--- config.mk ---
export PLATFORM = sky130hd
export DESIGN_NAME = float_mul_serial
export DESIGN_NICKNAME = d
export VERILOG_FILES = /design/src/rtl/float_mul_serial.sv
export SDC_FILE = /design/constraint.sdc
export NUM_CORES = 1
export LEC_CHECK = 0
export BUFFER_PORTS_ARGS = -buffer_cell sky130_fd_sc_hd__buf_2
export CORE_ASPECT_RATIO = 1.5
export CORE_MARGIN = 2
export CORE_UTILIZATION = 45
export CTS_CLUSTER_SIZE = 28
export DETAILED_ROUTE_END_ITERATION = 8
export GPL_TIMING_DRIVEN = 0
export PLACE_DENSITY = 0.65
export SETUP_SLACK_MARGIN = 0.05
export SYNTH_ARGS = -nofsm -noshare
export SYNTH_HDL_FRONTEND = slang
export SYNTH_SLANG_ARGS = --single-unit
export TNS_END_PERCENT = 100
--- constraint.sdc ---
create_clock -name clk -period 5.2 [get_ports clk]
set_input_delay 1.04 -clock clk [delete_from_list [all_inputs] [get_ports clk]]
set_output_delay 1.04 -clock clk [all_outputs]
set_load 0.02 [all_outputs]
--- src/rtl/float_mul_serial.sv ---
// Serial IEEE-754 single-precision multiplier: 24-cycle shift-add mantissa product,
// one normalisation cycle, fixed 26-cycle latency, valid/ready handshake on both sides.
module float_mul_serial (
  input  logic        clk,
  input  logic        rst,
  input  logic        in_valid,
  output logic        in_ready,
  input  logic [31:0] a,
  input  logic [31:0] b,
  output logic        out_valid,
  input  logic        out_ready,
  output logic [31:0] result,
  output logic        overflow,
  output logic        underflow
);

  typedef enum logic [1:0] {IDLE, MUL, NORM, DONE} state_t;

  state_t      r_state;
  logic        r_in_ready;
  logic        r_out_valid;
  logic [31:0] r_result;
  logic        r_ovf;
  logic        r_udf;

  logic        r_sign_p0;
  logic [7:0]  r_ea_p0;
  logic [7:0]  r_eb_p0;
  logic [47:0] r_ma_sh_p0;
  logic [23:0] r_mb_p0;
  logic [47:0] r_acc_p0;
  logic [4:0]  r_cnt_p0;

  logic [31:0] r_res_p1;
  logic        r_ovf_p1;
  logic        r_udf_p1;
  logic        r_pend_p1;

  // Normalise, truncate and classify; returns {overflow, underflow, result}.
  function automatic logic [33:0] norm_pack(input logic sign, input logic [7:0] ea,
                                            input logic [7:0] eb, input logic [47:0] p);
    logic signed [9:0] e;
    logic [22:0]       m;
    e = $signed({2'b00, ea}) + $signed({2'b00, eb}) - 10'sd127;
    if (p[47]) begin
      m = p[46:24];
      e = e + 10'sd1;
    end else begin
      m = p[45:23];
    end
    if (ea == 8'd0 || eb == 8'd0)
      norm_pack = {2'b00, 32'h0000_0000};
    else if (ea == 8'hFF || eb == 8'hFF || e >= 10'sd255)
      norm_pack = {2'b10, sign, 8'hFF, 23'h0};
    else if (e <= 10'sd0)
      norm_pack = {2'b01, 32'h0000_0000};
    else
      norm_pack = {2'b00, sign, e[7:0], m};
  endfunction

  always_ff @(posedge clk) begin
    if (rst) begin
      r_state     <= IDLE;
      r_in_ready  <= 1'b1;
      r_out_valid <= 1'b0;
      r_result    <= 32'h0;
      r_ovf       <= 1'b0;
      r_udf       <= 1'b0;
      r_acc_p0    <= 48'h0;
      r_cnt_p0    <= 5'd0;
      r_pend_p1   <= 1'b0;
    end else begin
      case (r_state)
        IDLE: if (in_valid) begin
          r_sign_p0  <= a[31] ^ b[31];
          r_ea_p0    <= a[30:23];
          r_eb_p0    <= b[30:23];
          r_ma_sh_p0 <= {24'd0, 1'b1, a[22:0]};
          r_mb_p0    <= {1'b1, b[22:0]};
          r_acc_p0   <= 48'h0;
          r_cnt_p0   <= 5'd0;
          r_in_ready <= 1'b0;
          r_state    <= MUL;
        end
        // stage p0: one multiplier bit per cycle, LSB first
        MUL: begin
          if (r_mb_p0[0]) r_acc_p0 <= r_acc_p0 + r_ma_sh_p0;
          r_ma_sh_p0 <= r_ma_sh_p0 << 1;
          r_mb_p0    <= r_mb_p0 >> 1;
          r_cnt_p0   <= r_cnt_p0 + 5'd1;
          if (r_cnt_p0 == 5'd23) r_state <= NORM;
        end
        // stage p1: normalised result held one cycle before it is presented
        NORM: begin
          {r_ovf_p1, r_udf_p1, r_res_p1} <= norm_pack(r_sign_p0, r_ea_p0, r_eb_p0, r_acc_p0);
          r_pend_p1 <= 1'b1;
          r_state   <= DONE;
        end
        DONE: if (r_pend_p1) begin
          r_pend_p1   <= 1'b0;
          r_out_valid <= 1'b1;
          r_result    <= r_res_p1;
          r_ovf       <= r_ovf_p1;
          r_udf       <= r_udf_p1;
        end else if (out_ready) begin
          r_out_valid <= 1'b0;
          r_in_ready  <= 1'b1;
          r_state     <= IDLE;
        end
        default: r_state <= IDLE;
      endcase
    end
  end

  assign in_ready  = r_in_ready;
  assign out_valid = r_out_valid;
  assign result    = r_result;
  assign overflow  = r_ovf;
  assign underflow = r_udf;

endmodule

==> run metrics, run 1 <==
status completed; P&R area growth vs syn 14.7%; Clock Pin Slew Worst Setup and Hold Paths 70 ps; CP arrival 4040 ps; DRC Markers 0; root buf cell clkbuf_16; vias in the first global route 8580; Slew HR 42.8%; Synth cell types roughly 70; hold buffers post-CTS 0; worst-skew pair later-pin latency 510 ps; # Post-CTS Setup Buffers 0; pre-CTS WS 1240 ps; maximum clock frequency 0.265 GHz; Routed WL between 20 and 30 mm; Final ANT Viol Nets 0; Final nets ~1400; unrepaired setup endpoints after global routing false; clk sinks 215; FF-to-FF setup slack 1420 ps; worst hold-check slack 448 ps; Initial DRC Count 327; final worst-path setup slack 1420 ps; Leakage 5.12 nW; synth cell count leaders 124 x nand2_1, 123 x edfxtp_1, 98 x a21oi_1; post-synth top area share a little under a third; GRT Util Overall a little under a fifth; CP Class flop to flop; share of cells above drive strength 1 17.9%; fin cells 1605; Post-synth EDFFs 123; most common cell in the netlist nand2_1; Mean Syn Cell Area 10.4 sq um; slew of the pin with the lowest slew margin 856 ps; Max Cap Viol 0; router iterations before antenna repair 4; largest net degree at the start of global routing 35; DR vias 8602; met1 Track Usage GR about a fifth; first-pass GRT wire length 41.1 mm; largest family of logic cells by synthesized area simple AND/OR/NAND/NOR gates; R2R depth 12; gpl congestion ~0.9; Worst Path Required 5460 ps; Async SR Flop Fraction 0%; Seq/Total Area, Yosys between 40% and 50%; H-tree levels 1; mux cell area share after synthesis 6.55%; met2 Use GR between 30% and 40%; critical path capture point type flop; Die Ht 202 um; crit-path max FO 10; count of final hold-check violations 0; Synth Area in Adders approximately 7.6%; Synth Cell Area between 0.01 and 0.015 sq mm; synthesized netlist cell count about 1100; clock tree from TritonCTS yes; initial cell density of the core 45.6%; CTS buffer count 22; Synthesis Warnings 0; die area around 0.027 sq mm; Final Setup Violations 0; area of the core between 0.02 and 0.03 sq mm; skew final 18.4 ps; vias per cell 5.36; Power Density 470 mW/mm^2; Post-Synth Simple-Gate Area around 16%; Synth Net Count 1264; Tmin final 3780 ps; Std-Cell Rows 72; Hold Path Class flop to flop; ys flop type edfxtp_1; Area contributors post-synth edfxtp_1 32%, dfxtp_1 16%, ha_1 7.3%, mux2_2 4.3%, a21oi_1 4.2%; cts repair resizes 0; worst vdd ir around 320 uV; Final Max Tran Viols 0; Yosys top cell by area edfxtp_1; crit start category flop; synthesis-stage register bit count 215; Die Wd around 140 um; IO Pins 104; period utilization 72.6%; GR Layer Usage met3 between 2 and 2.5%; Compound-Gate Fraction of Synth Area 15.5%; initial antenna violation count 1; routed length per placed instance 15.7 um; PortBufs ~100; dpl hpwl ~19 mm; hold path cells 2; CTS max path bufs 3; xor/xnor share of the synthesized area 4.45%; Filler cells 2421; GR Overflow Total 0; post-placement cell count ~1600; most crowded layer after global routing met2
[through the flow]
step	TNS [ps]	area (sq um)	power, mW	util (%)
after floorplan	0	11700	4.20	-
after global placement	-30410	12600	4.71	49.3
after detailed placement	0	12700	4.77	49.5
after CTS	0	13400	6.39	52.3
after global routing	0	13400	6.75	52.3
final	0	13400	6.32	52.3
[where the power goes]
group / switching [mW] / total (mW) / leakage (nW) / internal (mW)
Combinational: 1.38 / 2.29 / 2.90 / 0.908
Clock: 0.670 / 1.60 / 0.343 / 0.928
Sequential: 0.184 / 2.43 / 1.88 / 2.25
Total: 2.23 / 6.32 / 5.12 / 4.09
[cell usage in the layout (no fill, tap or decap), types with 11 or more instances in the layout]
cell type / Yosys / final
xnor2_1: 27 / 27
and3_1: 11 / 11
a22o_1: 20 / 20
a21o_1: 20 / 20
nand4_1: 20 / 20
a22oi_1: 22 / 22
o21bai_1: 13 / 13
nand2_1: 124 / 124
inv_1: 26 / 26
nor2_4: 20 / 21
nor2_1: 72 / 70
clkbuf_1: 49 / 52
o21ai_0: 44 / 44
a21oi_1: 98 / 98
mux2i_1: 26 / 26
edfxtp_1: 123 / 123
clkbuf_16: 0 / 23
and2_1: 32 / 32
ha_1: 68 / 68
xor2_1: 27 / 27
mux2_2: 45 / 45
dfxtp_1: 92 / 92
nand3_1: 19 / 19
buf_2: 0 / 103
[layer usage]
layer	part of all wire, %	up-vias
met1	40	4042
met2	54	144
li1	-	4385
met5	0	-
met3	3.9	31
met4	2.2	0
[worst max-delay path: stages (launching register included)]
cell      delay, ps
edfxtp_1        420
ha_1            330
ha_1            230
fa_1            400
xnor2_1         220
nor3b_2         440
nand4_2         190
or4b_1          550
o211ai_2        110
a211o_4         200
nand3b_4        200
buf_12          190
nor2_4           50
[path summary, 6_finish.rpt]
kind                 end       start
min reg2reg    result[5]   result[5]
max reg2reg  r_res_p1[9]  r_ea_p0[1]
min            result[5]   result[5]
max          r_res_p1[9]  r_ea_p0[1]
[layout make-up]
type	count	area, sq um	share of cell area (%)
diodes	1	2.50	0.0186
plain buffers	54	235	1.75
clock buffers	27	601	4.47
clock inverters	13	133	0.987
inverters	26	97.6	0.726
multi-input cells	831	5860	43.6
flip-flops and latches	215	5540	41.2
well taps	333	417	3.10
repair buffers	105	556	4.13
[flip-flops by register name, summed over array words and instances (netlist names)]
register / cells
in_ready: 1
out_valid: 1
overflow: 1
r_acc_p0: 48
r_cnt_p0: 5
r_ea_p0: 8
r_eb_p0: 8
r_ma_sh_p0: 48
r_mb_p0: 24
r_ovf_p1: 1
r_pend_p1: 1
r_res_p1: 32
r_sign_p0: 1
r_state: 2
r_udf_p1: 1
result: 32
underflow: 1
[kinds of logic (layout without fill, tap and decap cells)]
logic type / Yosys count / in the layout
AOI/OAI and AO/OA: 280 / 280
xor gates and xnor gates: 57 / 57
adders and majority gates: 70 / 70
buffers and inverters: 80 / 225
DFF: 215 / 215
muxes: 71 / 71
other: 0 / 1
and+or+nand+nor: 353 / 353
(Power assumes the default switching activity.)
==> run 2, diff against run 1 <==
--- a/config.mk
+++ b/config.mk
@@ -5,6 +5,7 @@
 export SDC_FILE = /design/constraint.sdc
 export NUM_CORES = 1
 export LEC_CHECK = 0
+export ABC_AREA = 1
 export BUFFER_PORTS_ARGS = -buffer_cell sky130_fd_sc_hd__buf_2
 export CORE_ASPECT_RATIO = 1.5
 export CORE_MARGIN = 2
==> constraint.sdc (replaced) <==
create_clock -name clk -period 3.2 [get_ports clk]
set_input_delay 0.64 -clock clk [delete_from_list [all_inputs] [get_ports clk]]
set_output_delay 0.64 -clock clk [all_outputs]
set_load 0.02 [all_outputs]
==> run 2 against run 1 <==
  * Via count grew 32%
  * Setup slack got worse by 1300 ps
  * Utilization up 0.72 points
==> run metrics, run 2 <==
status completed; CP arrival 3380 ps (-660 ps); router iterations before antenna repair 5 (+1); Async SR Flop Fraction 0% (unchanged); most frequent cells in the layout 461 x nand2_1, 185 x nor2_1, 171 x inv_1; share of cells above drive strength 1 13.3% (-4.7 points); vias per cell 5.20 (-3.0%); skew final 9.10 ps (-9.32 ps); Seq/Total Area, Yosys 43.7% (-3.6 points); slew of the pin with the lowest slew margin 966 ps (+110 ps); GR Overflow Total 0 (unchanged); Largest regs r_acc_p0: 48 flops, r_ma_sh_p0: 48 flops; crit-path max FO 5 (-5); fin cells 2178 (+36%); Power, Total 10.2 mW (+61%); clk sinks 215 (unchanged); highest metal used met4; crit start category flop; initial antenna violation count 0 (-1); count of final hold-check violations 0 (unchanged); routed wl met3 1.13 mm (+15%); Area contributors post-synth edfxtp_1 29%, dfxtp_1 15%, nand2_1 14%, ha_1 6.7%, a21oi_1 6.4%; CP endpoint r_res_p1[26]; Final Max Tran Viols 0 (unchanged); gpl congestion 0.985 (+9.1%); P&R area growth vs syn 16.7%; pre-CTS WS -70.5 ps (-1310 ps); diodes inserted 0 (-1); area of the core 0.0279 sq mm (+8.6%); Tmin final 3110 ps (-664 ps); ys flop type edfxtp_1; synth cell count leaders 470 x nand2_1, 192 x nor2_1, 173 x inv_1; synthesis-stage register bit count 215 (unchanged); post-placement cell count 2120 (+36%); critical path capture point type flop; hold path cells 1 (-1); Routed WL 36.2 mm (+43%); synthesized netlist cell count 1669 (+48%); CTS max path bufs 3 (unchanged); unrepaired setup endpoints after global routing true; PortBufs 102 (-0.97%); commonest non-fill, non-tap cell in the layout nand2_1; Power Density 688 mW/mm^2 (+46%); Critical R2R Launch r_eb_p0[0]; Leakage 6.42 nW (+25%); hold buffers post-CTS 0 (unchanged); vias in the first global route 11500 (+34%); dpl hpwl 29.1 mm (+51%); FF-to-FF setup slack 90 ps (-1340 ps); GRT Util Overall 24.8% (+6.4 points); maximum clock frequency 0.321 GHz (+21%); worst-skew pair later-pin latency 530 ps (+20 ps); CP Class flop to flop; Final Setup Violations 0 (unchanged); Slew HR 35.5% (-7.4 points); routed length per placed instance 16.6 um (+5.6%); Max Cap Viol 0 (unchanged); H-tree levels 1 (unchanged); IO Pins 104 (unchanged); Worst Path Required 3470 ps (-1990 ps); Clock Pin Slew Worst Setup and Hold Paths 60 ps (about the same); Die Ht 210 um (+3.9%); post-synth top area share 29.1% (-2.4 points); clock tree from TritonCTS yes; Die Wd 141 um (+3.9%); root buf cell clkbuf_16; WL met2 19.4 mm (+42%); final worst-path setup slack 87.7 ps (-1340 ps); worst vdd ir 465 uV (+45%); CTS buffer count 23 (+4.5%); DRC Markers 0 (unchanged); Synth Net Count 1807 (+43%); Std-Cell Rows 75 (+4.2%); R2R depth 17 (+5); Synth Cell Area 0.0127 sq mm (+8.2%); most common cell in the netlist nand2_1; largest net degree at the start of global routing 35 (unchanged); initial cell density of the core 45.5% (-0.15 points); period utilization 97.3% (+25 points); Initial DRC Count 568 (+74%); Synth cell types 47 (-31%); Worst R2R End r_res_p1[26]; Post-synth EDFFs 123 (unchanged); die area 0.0296 sq mm (+8.0%); first-pass GRT wire length 57.7 mm (+41%); Synthesis Warnings 0 (unchanged); Final ANT Viol Nets 0 (unchanged); Yosys top cell by area edfxtp_1; Final nets 1953 (+40%); worst hold-check slack 281 ps (-167 ps); Final Cell Area 0.0148 sq mm (+10%); Mean Syn Cell Area 7.59 sq um (-27%); Hold Path Class primary input to flop; Post-DP Area 0.0137 sq mm (+7.9%); DR vias 11300 (+32%); DRT met1 WL 13.5 mm (+34%); CP Launch Point r_eb_p0[0]
-- run 2: cell count changes after synthesis, sizes merged, moves of 25 or more --
| cell | change |
|---|---|
| nand2 | +356 |
| nand3 | +63 |
| a21oi | +63 |
| inv | +151 |
| and2 | -31 |
| o21ai | +79 |
| nor2 | +104 |
| mux2i | -25 |
| mux2 | -45 |
| xnor2 | -30 |
-- run 2: worst min-delay path by stage --
stage                  from            to  slack (ps)
2_1_floorplan   r_acc_p0[0]   r_acc_p0[0]         440
3_3_place_gp    r_acc_p0[0]   r_acc_p0[0]         450
3_5_place_dp   r_acc_p0[22]  r_acc_p0[22]         460
4_1_cts               a[23]    r_ea_p0[0]         260
5_1_grt               b[27]    r_eb_p0[4]         260
6_report              a[28]    r_ea_p0[5]         280
-- run 2: cell type report --
class | instances | area [sq um]
plain buffers | 48 | 280
clock buffers | 32 | 639
inverters | 178 | 671
multi-input cells | 1229 | 6370
well taps | 346 | 433
clock inverters | 10 | 133
fillers | 2683 | 13100
flip-flops and latches | 215 | 5540
repair buffers | 120 | 734
-- run 2: cell families after synthesis --
| group | count (synthesis) | synth area share, % |
|---|---|---|
| and+or+nand+nor | 838 | 28.7 |
| AOI/OAI and AO/OA | 315 | 13.0 |
| buffers and inverters | 226 | 7.25 |
| DFF | 215 | 43.7 |
| adders and majority gates | 70 | 7.03 |
| xor gates and xnor gates | 4 | 0.276 |
| muxes | 1 | 0.0790 |
-- run 2: metal layers --
metal  GRT usage (%)  up-vias
met1            25.7     5165
met3            2.72       88
li1                -     5848
met2            47.6      224
met5               0        -
met4            14.1        0
-- run 2: through the flow --
step	utilization, %	setup TNS, ps
final	53.1	0
after global routing	53.1	-2760
after CTS	52.6	0
after detailed placement	49.2	-1030
after global placement	48.9	-47810
after floorplan	-	0
-- run 2: worst max-delay path: stages, from the launching register on --
cell and delay (ps):
edfxtp_1 420, inv_1 80, ha_2 170, inv_2 40, ha_4 160, fa_2 550
nand4_1 150, nor2_4 160, nand3_4 100, nor2_4 140, nand3_4 100, o21ai_2 130
nand2_2 110, nand2_2 100, nand2_4 80, buf_4 150, nand2_4 110, nand2_2 90
-- run 2: what timing repair did --
item / in CTS / in global routing
pin swaps: 10 / 9
hold endpoints to repair: 0 / 0
gates resized for setup: 16 / 27
buffers inserted: 9 / 5
cloned: 2 / 0
endpoints found under the setup margin: 29 / 37
-- run 2: report_power, final --
group	total [mW]	internal (mW)	switching, mW	leakage, nW
combinational	3.70	1.17	2.52	4.16
sequential	3.75	3.53	0.214	1.89
clock	2.73	1.64	1.10	0.373
